File: src/rtl/hamming_encode_pipe_pkg.sv
// Shared types for the Hamming(7,4) encoder pipeline.
// Pattern, parity and codeword widths plus the codeword bundle.
package hamming_encode_pipe_pkg;

  localparam int PATTERN_WIDTH = 4;
  localparam int PARITY_WIDTH  = 3;

  typedef logic [PATTERN_WIDTH-1:0] pattern_t;
  typedef logic [PARITY_WIDTH-1:0]  parity_t;

  typedef struct packed {
    parity_t  parity;
    pattern_t pattern;
  } codeword_t;

  localparam int CODEWORD_WIDTH = $bits(codeword_t);

endpackage

File: src/rtl/hamming_encode_pipe_parity_gen.sv
// Combinational Hamming(7,4) parity generator.
// Ports: i_pattern (data), o_parity ({p3,p2,p1}).
module hamming_parity_gen
  import hamming_encode_pipe_pkg::*;
(
  input  pattern_t i_pattern,
  output parity_t  o_parity
);

  // p1 covers d0,d1,d3; p2 covers d0,d2,d3; p3 covers d1,d2,d3
  assign o_parity[0] = ^(i_pattern & 4'b1011);
  assign o_parity[1] = ^(i_pattern & 4'b1101);
  assign o_parity[2] = ^(i_pattern & 4'b1110);

endmodule

File: src/rtl/hamming_encode_pipe.sv
// Registered Hamming encoder stage with a 2-entry output buffer.
// Ports: i_clk, i_rst, i_clear, i_valid/o_ready/i_pattern in,
// o_valid/i_ready/o_codeword out, o_count issued-word counter.
module hamming_encode_pipe
  import hamming_encode_pipe_pkg::*;
#(
  parameter int DEPTH     = 2,
  parameter int CNT_WIDTH = 32
) (
  input  logic                 i_clk,
  input  logic                 i_rst,
  input  logic                 i_clear,
  input  logic                 i_valid,
  input  pattern_t             i_pattern,
  output logic                 o_ready,
  output logic                 o_valid,
  output codeword_t            o_codeword,
  input  logic                 i_ready,
  output logic [CNT_WIDTH-1:0] o_count
);

  localparam logic [1:0] FULL = 2'(DEPTH);

  parity_t               parity;
  codeword_t             mem_q [DEPTH];
  logic [1:0]            occ_q;
  logic [1:0]            occ_d;
  logic                  wr_ptr_q;
  logic                  rd_ptr_q;
  logic                  ready_q;
  logic [CNT_WIDTH-1:0]  count_q;
  logic                  push;
  logic                  pop;

  hamming_parity_gen u_parity (
    .i_pattern (i_pattern),
    .o_parity  (parity)
  );

  assign push = i_valid & ready_q;
  assign pop  = (occ_q != 2'd0) & i_ready;

  always_comb begin
    occ_d = occ_q;
    unique case (1'b1)
      push && !pop: occ_d = occ_q + 2'd1;
      pop && !push: occ_d = occ_q - 2'd1;
      default:      occ_d = occ_q;
    endcase
  end

  // ready is registered from next occupancy so i_ready
  // never reaches o_ready combinationally
  always_ff @(posedge i_clk or posedge i_rst) begin
    if (i_rst) begin
      occ_q    <= 2'd0;
      wr_ptr_q <= 1'b0;
      rd_ptr_q <= 1'b0;
      ready_q  <= 1'b0;
      count_q  <= '0;
      for (int i = 0; i < DEPTH; i++)
        mem_q[i] <= '0;
    end else if (i_clear) begin
      occ_q    <= 2'd0;
      wr_ptr_q <= 1'b0;
      rd_ptr_q <= 1'b0;
      ready_q  <= 1'b1;
      count_q  <= '0;
    end else begin
      occ_q   <= occ_d;
      ready_q <= (occ_d != FULL);
      if (push) begin
        mem_q[wr_ptr_q] <= '{
          parity:  parity,
          pattern: i_pattern
        };
        wr_ptr_q <= ~wr_ptr_q;
      end
      if (pop) begin
        rd_ptr_q <= ~rd_ptr_q;
        count_q  <= count_q + CNT_WIDTH'(1);
      end
    end
  end

  assign o_ready    = ready_q;
  assign o_valid    = (occ_q != 2'd0);
  assign o_codeword = mem_q[rd_ptr_q];
  assign o_count    = count_q;

endmodule
File: config.mk
export PLATFORM = sky130hd
export DESIGN_NAME = hamming_encode_pipe
export DESIGN_NICKNAME = d
export VERILOG_FILES = /design/src/rtl/hamming_encode_pipe_pkg.sv /design/src/rtl/hamming_encode_pipe_parity_gen.sv /design/src/rtl/hamming_encode_pipe.sv
export SDC_FILE = /design/constraint.sdc
export NUM_CORES = 1
export LEC_CHECK = 0
export CAP_MARGIN = 10
export CORE_UTILIZATION = 52
export CTS_CLUSTER_DIAMETER = 50
export CTS_CLUSTER_SIZE = 14
export DETAILED_ROUTE_END_ITERATION = 8
export PLACE_DENSITY = 0.79
export SLEW_MARGIN = 30
export SYNTH_ARGS = -nofsm -noshare
export SYNTH_HDL_FRONTEND = slang
export SYNTH_SLANG_ARGS = --single-unit
export TNS_END_PERCENT = 50
File: constraint.sdc
create_clock -name i_clk -period 2.6 [get_ports i_clk]
set_clock_uncertainty 0.05 [all_clocks]
set_input_delay 0.52 -clock i_clk [delete_from_list [all_inputs] [get_ports i_clk]]
set_output_delay 0.52 -clock i_clk [all_outputs]
set_load 0.02 [all_outputs]
==> flow_summary_export.csv, run 1 <==
group,metric,value,unit
outcome,status,"finished, final reports clean",
power,vdd.ir_drop.worst,0.644,mV
layout,fillCellCount,385,
setup_path,r2r_end,"o_count[28]",
sta,layout_min_cycle_time,2.40,ns
sta,tightest_slew,0.523,ns
setup_path,reg2reg_from,"o_count[0]",
layout,nNetsFinal,320,
sta,fmax,417,MHz
logic_synthesis,ys_seq_area_frac,0.474,
placement,pre_cts_ws,-0.0380,ns
setup_path,worst-path-max-fanout,8,
routing,viasPerCell,5.78,
setup_path,worstSetupEndpointType,"output pin",
routing,dr_wl_met2,2780,µm
routing,dr.first_iter.drc_count,216,
setup_path,cp_slowest_stage_delay,0.59,ns
die,io_pins,50,
worst_hold_path,min_from,"mem_q[11]",
grt,grt_pass1_vias,1998,
placement,dp_hpwl,4090,µm
routing,postRouteAntennaNets,0,
die,die_h,74.0,µm
logic_synthesis,avgSynthCellArea,10.4,µm²
setup_path,path_buf_inv,1,
power,p_total,2.19,mW
grt,grt.total_usage,0.235,
clock_network,postCtsSetupRepairBufs,0,
layout,drive_gt1_frac,0.113,
routing,firstDrtPassIters,4,
logic_synthesis,synthArstFlopShare,1.00,
clock_network,clockRootBuffer,"clkbuf_8",
placement,port_buffers,49,
sta,finalSetupTns,0,ns
clock_network,cts_buffer_depth,2,
routing,via_count,2179,
logic_synthesis,yosysWarningCount,0,
clock_network,path_clk_slew,0.09,ns
sta,setup_viol,0,
setup_path,critPathSlowestCell,"dfrtp_1",
sta,rsz0062_at_grt,"no",
setup_path,critPathKind,"reg -> out",
setup_path,critical-path-top-delay-family,"flip-flops",
setup_path,critPathRequiredTime,2.03,ns
logic_synthesis,synth_area_leaders,"dfrtp_1, mux2_2, mux2_1, a21oi_1, xnor2_1",
grt,overflow,0,
clock_network,cts_buffers,5,
layout,multi_input_area,0.00133,mm²
clock_network,cts_tree,"built",
layout,antenna_cells,0,
clock_network,holdBufCountCts,0,
grt,grt_pass1_wl,9670,µm
logic_synthesis,yosysTopAreaCellShare,0.474,
sta,min_period_over_period,0.922,
power,leakagePower,1.36,nW
routing,drt-total-wl,5800,µm
routing,wl_per_cell,15.4,µm
setup_path,cp.arrival,1.83,ns
logic_synthesis,syn_nets,271,
die,dieArea,0.00547,mm²
layout,area_delta_synth_final,24.2,%
clock_network,clk_latency,0.31,ns
setup_path,regToRegSetupSlack,0.43,ns
layout,layout_commonest_cell,"dfrtp_1",
layout,seq_area,0.00128,mm²
logic_synthesis,synth_edf_count,0,
setup_path,worstRegToRegCells,5,
grt,antenna_found_initial,0,
die,die_w,74.0,µm
die,core_area,0.00485,mm²
flow_run,drv_cap,0,
clock_network,cts_max_level,2,
placement,place_area,0.00326,mm²
die,start_util,0.555,
worst_hold_path,hp-class,"reg -> reg",
logic_synthesis,synth_cells,260,
sta,max_slew_margin,0.651,
worst_hold_path,min_path_cells,2,
setup_path,critPathLaunchType,"register",
clock_network,post_cts_resized,0,
grt,grt_max_degree,42,
routing,drc,0,
logic_synthesis,synth_top_area_cell,"dfrtp_1",
routing,met3_length,224,µm
logic_synthesis,syn_area,0.00269,mm²
clock_network,cts.sinks,51,
layout,post-route-cell-area,0.00334,mm²
placement,gp_congestion,0.785,
die,row_count,25,
routing,top_layer,"met4",
worst_hold_path,min_to,"mem_q[11]",
sta,setup_slack,0.203,ns
logic_synthesis,yosysUniqueCellTypes,40,
layout,final_cell_mix,"dfrtp_1, clkdlybuf4s50_1, nand2_1, a21oi_1, nor2_1",
routing,wl_met1,2700,µm
logic_synthesis,synth-seq-cells,51,
sta,hold_viol,0,
logic_synthesis,synth_top_flop_cell,"dfrtp_1",
setup_path,path_cells,"mux2_2, clkdlybuf4s50_1",
power,powerDensity,656,mW/mm²
sta,drv_slew,0,
[Yosys cell counts (6+ instances only)]
cell type  instances
dfrtp_1           51
nand2_1           22
a21oi_1           18
nor2_1            18
mux2_2            11
nand4_1           11
o21ai_0           10
o31ai_1           10
or4_1             10
xnor2_1           10
mux2_1             9
xor2_1             9
or3_1              8
inv_1              7
nor4_1             6
[per-stage QoR]
stage	std cells	hold slack [ns]	utilization
after CTS	377	0.438	0.690
after floorplan	260	0.394	-
after global routing	377	0.463	0.690
after global placement	369	0.404	0.673
final	377	0.436	0.690
after detailed placement	369	0.418	0.673
[metal layers]
metal / vias to the layer above / GRT usage
li1: 1045 / -
met1: 1066 / 0.332
met2: 57 / 0.364
met3: 11 / 0.0474
met4: 0 / 0.0833
met5: - / 0
[how the worst max path moves through the flow]
stage,slack (ns),from,endpoint,cells after the start
3_3_place_gp,0.03,i_ready,o_count[29],5
6_report,0.20,rd_ptr_q,o_codeword[5],2
4_1_cts,0.19,rd_ptr_q,o_codeword[4],2
5_1_grt,0.16,rd_ptr_q,o_codeword[5],2
3_5_place_dp,-0.04,i_ready,o_count[27],5
2_1_floorplan,0.43,o_count[0],o_count[24],6
[where the power goes]
part | switching [mW] | total [mW] | internal, mW | leakage, nW
registers | 0.129 | 1.06 | 0.931 | 0.678
clock network | 0.257 | 0.447 | 0.190 | 0.0422
logic | 0.328 | 0.686 | 0.359 | 0.641
total | 0.714 | 2.19 | 1.48 | 1.36
[flip-flops by register name (all words and copies together), names as in the netlist]
signal,flops
o_count,32
mem_q,14
occ_q,2
o_ready,1
rd_ptr_q,1
wr_ptr_q,1
[cell type report]
class	count	share of cell area
clock buffers	7	0.0228
repair buffers	55	0.164
multi-input cells	189	0.397
well taps	67	0.0251
flip-flops and latches	51	0.382
inverters	7	0.00786
clock inverters	1	0.00150
[worst reg2reg max path, cell delays in order, from the launching register on]
cell	delay, ns
dfrtp_1	0.47
ha_1	0.25
o211ai_2	0.11
or3_1	0.50
nor4_1	0.33
mux2_1	0.36
[logic make-up (layout without fill, tap and decap cells)]
logic type               count (synthesis)  in the layout  share of synthesized area
AO/OA/AOI/OAI                           47             47                      0.111
XOR/XNOR                                19             19                     0.0618
adder cells (fa/ha/maj)                  2              2                    0.00929
buffers and inverters                   20             70                     0.0330
flip-flops                              51             51                      0.474
multiplexers                            20             20                     0.0836
AND/OR/NAND/NOR                        101            101                      0.228
No activity file was read; power rests on OpenSTA's default activity.
==> run 2, diff against run 1 <==
--- a/config.mk
+++ b/config.mk
@@ -14,5 +14,6 @@
 export SLEW_MARGIN = 30
 export SYNTH_ARGS = -nofsm -noshare
 export SYNTH_HDL_FRONTEND = slang
+export SYNTH_HIERARCHICAL = 1
 export SYNTH_SLANG_ARGS = --single-unit
 export TNS_END_PERCENT = 50
==> run 2 against run 1 <==
Compared with the run above: sequential power about the same; via count decreased by 3.0%; critical endpoint is now o_codeword[4]; sequential share of layout area increased by 0.33 points; largest cell class is now sequential cells; flip-flop and latch count unchanged; total power increased by 6.4%; hold slack improved by 0.023 ns; clock-buffer cell count decreased by 1; register-to-register slack improved by 0.10 ns; non-clock buffer count increased by 2; area after synthesis decreased by 2.0%; final cell count decreased by 4.2%; synthesized cell count decreased by 5.8%.
==> flow_summary_export.csv, run 2 <==
group,metric,value,unit
worst_hold_path,hp-class,"reg -> reg",
outcome,status,"finished, final reports clean",
logic_synthesis,syn_area,0.00264,mm²
setup_path,worst-path-max-fanout,8,
sta,drv_slew,0,
grt,overflow,0,
layout,layout_commonest_cell,"dfrtp_1",
clock_network,path_clk_slew,0.09,ns
layout,fillCellCount,402,
logic_synthesis,synth_top_family_by_area,"simple AND/OR/NAND/NOR gates",
setup_path,cp_slowest_stage_delay,0.58,ns
clock_network,clockRootBuffer,"clkbuf_8",
sta,fmax,419,MHz
layout,largest_register_ffs,32,
setup_path,worstSetupEndpointType,"output pin",
logic_synthesis,synth_top_area_cell,"dfrtp_1",
logic_synthesis,syn_nets,256,
placement,place_area,0.00321,mm²
power,p_int,1.64,mW
sta,min_period_over_period,0.917,
layout,area_delta_synth_final,25.5,%
setup_path,cp.arrival,1.81,ns
clock_network,postCtsSetupRepairBufs,0,
clock_network,cts_tree,"built",
routing,via_count,2113,
setup_path,path_cells,"mux2_2, clkdlybuf4s50_1",
clock_network,cts_buffers,5,
die,die_h,73.3,µm
worst_hold_path,min_to,"mem_q[13]",
layout,post-route-cell-area,0.00331,mm²
power,p_sw,0.696,mW
logic_synthesis,yosys-mux-area-fraction,0.115,
logic_synthesis,synthAdderAreaFrac,0.00948,
logic_synthesis,synthArstFlopShare,1.00,
layout,final_cell_mix,"dfrtp_1, clkdlybuf4s50_1, mux2_2, a21oi_1, nor2_1",
clock_network,holdBufCountCts,0,
grt,grt_max_degree,32,
setup_path,critPathKind,"reg -> out",
logic_synthesis,yosysWarningCount,6,
flow_run,drv_cap,0,
worst_hold_path,min_path_cells,1,
grt,grt_pass1_wl,9130,µm
setup_path,critPathLaunchType,"register",
power,powerDensity,704,mW/mm²
routing,dr.first_iter.drc_count,120,
clock_network,clk_latency,0.30,ns
routing,firstDrtPassIters,4,
die,row_count,25,
worst_hold_path,min_from,"mem_q[13]",
clock_network,cts_max_level,2,
logic_synthesis,synth_compound_area_frac,0.100,
sta,tightest_slew,0.520,ns
layout,drive_gt1_frac,0.146,
setup_path,reg2reg_from,"o_count[8]",
grt,grt_pass1_vias,1983,
logic_synthesis,synth_area_leaders,"dfrtp_1, mux2_2, a21oi_1, o31ai_1, or4_1",
grt,antenna_found_initial,0,
placement,port_buffers,49,
logic_synthesis,synth_edf_count,0,
sta,max_slew_margin,0.653,
sta,layout_min_cycle_time,2.38,ns
setup_path,critPathRequiredTime,2.03,ns
die,die_w,73.3,µm
logic_synthesis,synth_commonest_cells,"dfrtp_1, mux2_2, a21oi_1",
power,p_total,2.33,mW
sta,finalSetupTns,0,ns
logic_synthesis,synthXorXnorAreaFrac,0.0635,
logic_synthesis,yosysMostFrequentCell,"dfrtp_1",
clock_network,cts_buffer_depth,2,
logic_synthesis,synth-seq-cells,51,
clock_network,cts.sinks,51,
die,core_area,0.00482,mm²
sta,whs,0.458,ns
grt,grt.total_usage,0.223,
routing,viasPerCell,5.85,
logic_synthesis,synth_cells,245,
logic_synthesis,yosysUniqueCellTypes,34,
setup_path,worstRegToRegCells,4,
sta,setup_viol,0,
layout,nNetsFinal,305,
logic_synthesis,avgSynthCellArea,10.8,µm²
placement,dp_hpwl,3830,µm
sta,rsz0062_at_grt,"no",
sta,hold_viol,0,
placement,gp_congestion,0.764,
die,dieArea,0.00537,mm²
routing,wl_per_cell,15.1,µm
logic_synthesis,synth_top_flop_cell,"dfrtp_1",
routing,drc,0,
power,power_frac_comb,0.326,
logic_synthesis,ys_seq_area_frac,0.483,
power,power_frac_clock,0.229,
placement,pre_cts_ws,0.188,ns
setup_path,regToRegSetupSlack,0.53,ns
power,seqPwrFrac,0.445,
power,leakagePower,1.33,nW
power,swShare,0.298,
routing,postRouteAntennaNets,0,
layout,antenna_cells,0,
sta,setup_slack,0.216,ns
logic_synthesis,synthSimpleGateAreaFrac,0.193,
die,io_pins,50,
setup_path,r2r_end,"o_count[30]",
power,vdd.ir_drop.worst,0.711,mV
logic_synthesis,yosysTopAreaCellShare,0.483,
clock_network,post_cts_resized,0,
routing,drt-total-wl,5450,µm
die,start_util,0.548,
setup_path,critPathSlowestCell,"dfrtp_1",
==> run 2: per-layer routing <==
| metal | up-vias | wire length, µm | global-route usage | part of all wire |
|---|---|---|---|---|
| li1 | 996 | - | - | - |
| met3 | 2 | 269 | 0.0425 | 0.049 |
| met4 | 0 | 42 | 0.0915 | 0.0077 |
| met2 | 58 | 2790 | 0.372 | 0.51 |
| met5 | - | 0 | 0 | 0 |
| met1 | 1057 | 2350 | 0.286 | 0.43 |
==> run 2: layout make-up <==
class / instances / area [µm²] / share of cell area
clock buffers: 6 / 72.6 / 0.0219
repair buffers: 57 / 563 / 0.170
flip-flops and latches: 51 / 1280 / 0.385
multi-input cells: 174 / 1270 / 0.383
well taps: 67 / 83.8 / 0.0253
clock inverters: 1 / 30.0 / 0.00906
inverters: 5 / 18.8 / 0.00566
==> run 2: critical path: cells and delay by family (launching register included) <==
kind	cells	cell delay (ns)
buf+inv	1	0.54
mux	1	0.40
flops	1	0.58
==> run 2: power by group through the flow <==
stage | Clock [mW] | Sequential, mW | Combinational (mW)
2_1_floorplan | 0 | 1.02 | 0.496
3_3_place_gp | 0 | 1.04 | 0.745
3_5_place_dp | 0 | 1.05 | 0.761
4_1_cts | 0.539 | 1.04 | 0.766
5_1_grt | 0.572 | 1.06 | 0.813
6_report | 0.534 | 1.04 | 0.760
==> run 2: worst max path at each step <==
stage,depth (start not counted),start,to
global placement,5,i_clear,o_count[27]
global route,2,rd_ptr_q,o_codeword[4]
CTS,2,rd_ptr_q,o_codeword[4]
detailed placement,6,i_ready,o_count[29]
finish,2,rd_ptr_q,o_codeword[4]
floorplan,5,i_clear,o_count[27]
==> run 2: kinds of logic (layout without fill, tap and decap cells) <==
family,count (synthesis),after routing
buffers and inverters,20,69
AND/OR/NAND/NOR,87,87
flip-flops,51,51
XOR/XNOR,14,14
multiplexers,27,27
adder cells (fa/ha/maj),2,2
AO/OA/AOI/OAI,44,44
==> run 2: per-stage QoR <==
step                      utilization  instances
after detailed placement        0.667        354
after CTS                       0.688        361
after global placement          0.667        354
after floorplan                     -        245
after global routing            0.688        361
final                           0.688        361
